File: config.mk
export PLATFORM = sky130hd
export DESIGN_NAME = fetch_ctrl
export DESIGN_NICKNAME = d
export VERILOG_FILES = /design/src/rtl/fetch_ctrl.sv
export SDC_FILE = /design/constraint.sdc
export NUM_CORES = 1
export LEC_CHECK = 0
export ABC_AREA = 0
export BUFFER_PORTS_ARGS = -buffer_cell sky130_fd_sc_hd__buf_2
export CORE_MARGIN = 2
export CORE_UTILIZATION = 57
export DETAILED_ROUTE_END_ITERATION = 8
export PLACE_DENSITY = 0.8
export SLEW_MARGIN = 5
export SYNTH_ARGS = -nofsm -noshare
export SYNTH_HDL_FRONTEND = slang
export SYNTH_SLANG_ARGS = --single-unit
File: constraint.sdc
create_clock -name clk -period 3.1 [get_ports clk]
set_input_delay 0.31 -clock clk [delete_from_list [all_inputs] [get_ports clk]]
set_output_delay 0.31 -clock clk [all_outputs]
set_load 0.03 [all_outputs]
File: src/rtl/fetch_ctrl.sv
// Instruction-fetch sequencer: owns the fetch PC, prefetches ROM words into a small queue, and hands them to decode.
// A word fetched in cycle t is at the outputs in cycle t+1; fetch stalls while the queue is full and decode is not accepting.
module fetch_ctrl #(
  parameter int           N         = 32,
  parameter int           DEPTH     = 2,
  parameter logic [63:0]  RESET_PC  = 64'h0,
  parameter logic [N-1:0] HALT_INSN = 32'hb400001f
) (
  input  logic         clk,
  input  logic         reset,
  output logic [5:0]   imem_addr,
  input  logic [N-1:0] imem_q,
  input  logic         redirect_valid,
  input  logic [63:0]  redirect_pc,
  output logic         out_valid,
  input  logic         out_ready,
  output logic [N-1:0] out_instr,
  output logic [63:0]  out_pc,
  output logic         halted,
  output logic [15:0]  fetch_count
);
  localparam int AW = $clog2(DEPTH);
  localparam logic [AW:0] FULL = (AW+1)'(DEPTH);

  typedef enum logic [1:0] {RUN, DRAIN, HALT} state_t;

  state_t        state;
  logic [63:0]   fetch_pc;
  logic [N-1:0]  q_instr [DEPTH];
  logic [63:0]   q_pc    [DEPTH];
  logic [AW-1:0] rd_ptr;
  logic [AW-1:0] wr_ptr;
  logic [AW:0]   count;
  logic          flush;
  logic          push;
  logic          pop;

  assign imem_addr = fetch_pc[7:2];
  assign out_valid = (count != '0) && (state != HALT);
  assign out_instr = q_instr[rd_ptr];
  assign out_pc    = q_pc[rd_ptr];
  assign pop       = out_valid && out_ready;
  assign flush     = redirect_valid && (state != HALT);
  // At full, a same-cycle pop frees the slot the push writes into.
  assign push      = (state == RUN) && !flush && ((count != FULL) || pop);

  always_ff @(posedge clk or negedge reset) begin
    if (!reset) begin
      for (int i = 0; i < DEPTH; i++) begin
        q_instr[i] <= '0;
        q_pc[i]    <= '0;
      end
      rd_ptr <= '0;
      wr_ptr <= '0;
      count  <= '0;
    end else if (flush) begin
      rd_ptr <= '0;
      wr_ptr <= '0;
      count  <= '0;
    end else begin
      if (push) begin
        q_instr[wr_ptr] <= imem_q;
        q_pc[wr_ptr]    <= fetch_pc;
        wr_ptr          <= wr_ptr + 1'b1;
      end
      if (pop) rd_ptr <= rd_ptr + 1'b1;
      if (push && !pop)      count <= count + 1'b1;
      else if (pop && !push) count <= count - 1'b1;
    end
  end

  always_ff @(posedge clk or negedge reset) begin
    if (!reset) begin
      state       <= RUN;
      fetch_pc    <= RESET_PC;
      halted      <= 1'b0;
      fetch_count <= '0;
    end else begin
      if (pop && (fetch_count != 16'hFFFF)) fetch_count <= fetch_count + 1'b1;
      if (flush) begin
        state    <= RUN;
        fetch_pc <= redirect_pc & ~64'h3;
      end else begin
        case (state)
          RUN: begin
            // The halt word is the last thing fetched; its PC is held.
            if (push) begin
              if (imem_q == HALT_INSN) state <= DRAIN;
              else fetch_pc <= fetch_pc + 64'd4;
            end
          end
          DRAIN: begin
            if (pop && (out_instr == HALT_INSN)) begin
              state  <= HALT;
              halted <= 1'b1;
            end
          end
          default: ;
        endcase
      end
    end
  end
endmodule

==> flow_metrics.tcl <==
set metrics [dict create \
    worstHoldStart "imem_q[14]" \
    power.density_nw_per_um2 746 \
    layout-drive-gt1-share 0.429 \
    grt_pass1_vias 10200 \
    area_growth_pct 19.3 \
    grt_overflow_total 0 \
    fillers 1703 \
    drv_cap 0 \
    drt-pass1-iter-count 5 \
    netlist_area_um2 13400 \
    crit_chain "buf_4, mux2_2, buf_2" \
    grt_util_met2 0.435 \
    synthCells 1123 \
    place_congestion 0.880 \
    clockBufferDepth 3 \
    grt_use_met1 0.354 \
    root_buffer "clkbuf_16" \
    die-area_um2 24800 \
    synth_flop_cell "dfrtp_1" \
    ctsResizeCount 0 \
    setup_viol 0 \
    p_leak_nw 6.64 \
    cp_slowest_cell "dfrtp_4" \
    layout.nets 1431 \
    first_iter_violations 596 \
    routedWlPerCell_um 19.7 \
    async_flop_share 1.00 \
    place_inst 1607 \
    yosysSeqAreaShare 0.509 \
    antenna_found_initial 1 \
    ir_drop_mv 0.609 \
    synth-edff-count 0 \
    critical-path-top-delay-family "flip-flops" \
    slew_headroom 0.238 \
    synth-seq-cells 273 \
    grt_max_degree 85 \
    synth_cell_types 60 \
    hp-class "input pin to flip-flop" \
    whs_path_depth 2 \
    grt_setup_unrepaired "no" \
    numCtsBuffers 29 \
    track_usage 0.267 \
    cts_tree "yes" \
    viasPerCell 6.09 \
    cts_hold_buf 10 \
    status "complete, no violations" \
    clock-sinks 273 \
    drv_slew 0 \
    critical_path.max_fanout 43 \
    cts.clk_slew.worst_paths_ns 0.06 \
    critical_path.max_stage_delay_ns 0.82 \
    r2r_end "fetch_pc[21]" \
    min_to "q_instr[46]" \
    clk_latency_ns 0.55 \
    die_h_um 157 \
    crit_type "flip-flop to output pin" \
    tightest_slew_ns 1.14 \
    fin_crit_ns 2.69 \
    initial_utilization 0.577 \
    period_share 0.867 \
    htree_levels 1 \
    vias 10200 \
    startpoint_type "flip-flop" \
    syn_area_per_cell_um2 11.9 \
    reg2reg_setup_slack_ns 0.50 \
    r2r_start "state[1]" \
    hold_viol_final 0 \
    antenna_left 0 \
    io_pins 220 \
    seq_area_um2 6840 \
    max_freq_ghz 0.372 \
    dieWidth_um 157 \
    fin_tns_setup_ns 0 \
    cp_data_arrival_time_ns 2.38 \
    multi_input_area_um2 6220 \
    core-area_um2 23300 \
    portBuffers 215 \
    crit_required_ns 2.79 \
    layout.cells.non_filler 1671 \
    drt_wl_total_um 32900 \
    use_met3 0.0589 \
    cts_setup_buffers 0 \
    top_usage_layer "met2" \
    placementRows 56 \
    endpoint_kind "output pin" \
    clock_skew_ns 0.00880 \
    drc_errors 0 \
    yosysWarnings 0 \
    grt_first_pass_wirelength_um 52700 \
    cp_num_buf_inv 2 \
    reg2regPathDepth 7 \
    dp.final_hpwl_um 22000 \
]
-- cells in the final DEF, fill, tap and decap left out, types with 10 or more instances in the layout --
cell           count
a31oi_1           49
clkbuf_16         29
o31ai_1           36
o2111ai_1         10
nand3_1           27
buf_4             16
or3_1             16
dfrtp_1          272
mux2_2           270
nand2_1           49
dlygate4sd3_1     10
o21ai_0           24
or4_1             36
and3_1            12
inv_1             11
nor2_1            72
xor2_1            13
buf_2            214
a21oi_1           10
nand4_1           28
-- report_power, final --
part / internal (W) / leakage [nW] / switching (W)
clock network: 0.00231 / 0.514 / 0.00145
registers: 0.00435 / 3.17 / 0.000598
logic: 0.00140 / 2.96 / 0.00184
total: 0.00805 / 6.64 / 0.00389
-- cell families after synthesis --
| family | synth area share |
|---|---|
| AND/OR/NAND/NOR | 0.130 |
| multiplexers | 0.236 |
| flip-flops | 0.509 |
| AO/OA/AOI/OAI | 0.0790 |
| buffers and inverters | 0.0300 |
| XOR/XNOR | 0.0137 |
| adder cells (fa/ha/maj) | 0.00186 |
| other | 0.000279 |
-- state kept, by name, summed over array words and instances (netlist names) --
name,count
rd_ptr,1
halted,1
q_pc,124
fetch_pc,62
count,2
state,2
q_instr,64
wr_ptr,1
fetch_count,16
-- worst max path at each step --
| stage | startpoint | end | slack (ns) | cells after the start |
|---|---|---|---|---|
| 6_report | rd_ptr | out_pc[8] | 0.41 | 3 |
| 5_1_grt | rd_ptr | out_pc[19] | 0.33 | 3 |
| 4_1_cts | rd_ptr | out_pc[8] | 0.40 | 3 |
| 3_5_place_dp | imem_q[9] | fetch_pc[50] | 0.38 | 6 |
| 3_3_place_gp | imem_q[9] | fetch_pc[44] | 0.50 | 6 |
| 2_1_floorplan | state[1] | fetch_count[1] | 0.96 | 6 |
-- synth_stat cells, types with 10 or more instances --
cell	number	area, um^2
xor2_1	13	114
nand4_1	28	175
buf_2	25	125
clkbuf_1	36	135
nand2_1	51	191
or3_1	16	100
inv_1	11	41.3
a31oi_1	49	307
mux2_2	270	3040
o2111ai_1	10	87.6
dfrtp_1	273	6830
and3_1	12	75.1
nand3_1	27	135
a21oi_1	10	50.1
nor2_1	73	274
o21ai_0	24	120
o31ai_1	36	270
or4_1	36	270
-- stage by stage --
step	util	total power [W]	cell area, um^2	setup WS [ns]	hold slack, ns
6_report	0.688	0.0119	16000	0.411	0.0179
5_1_grt	0.688	0.0125	16000	0.328	0.0167
4_1_cts	0.688	0.0120	16000	0.398	0.00317
3_5_place_dp	0.639	0.00821	14900	0.379	0.343
3_3_place_gp	0.639	0.00808	14900	0.498	0.349
2_1_floorplan	-	0.00721	13400	0.965	0.0144
-- cell type report --
| cell class | instances | share of cell area |
|---|---|---|
| Sequential cell | 273 | 0.427 |
| Multi-Input combinational cell | 765 | 0.388 |
| Timing Repair Buffer | 249 | 0.0916 |
| Clock buffer | 34 | 0.0490 |
| Tap cell | 319 | 0.0249 |
| Clock inverter | 18 | 0.0162 |
| Inverter | 11 | 0.00258 |
| Antenna cell | 2 | 0.000313 |
-- metal layers --
layer,up-vias,share of wire,wire [um]
li1,4636,-,-
met4,0,0.030,982
met1,5097,0.42,13800
met5,-,0,0
met2,369,0.48,15700
met3,77,0.076,2490
Note: power is estimated with default switching activity, not from simulation.
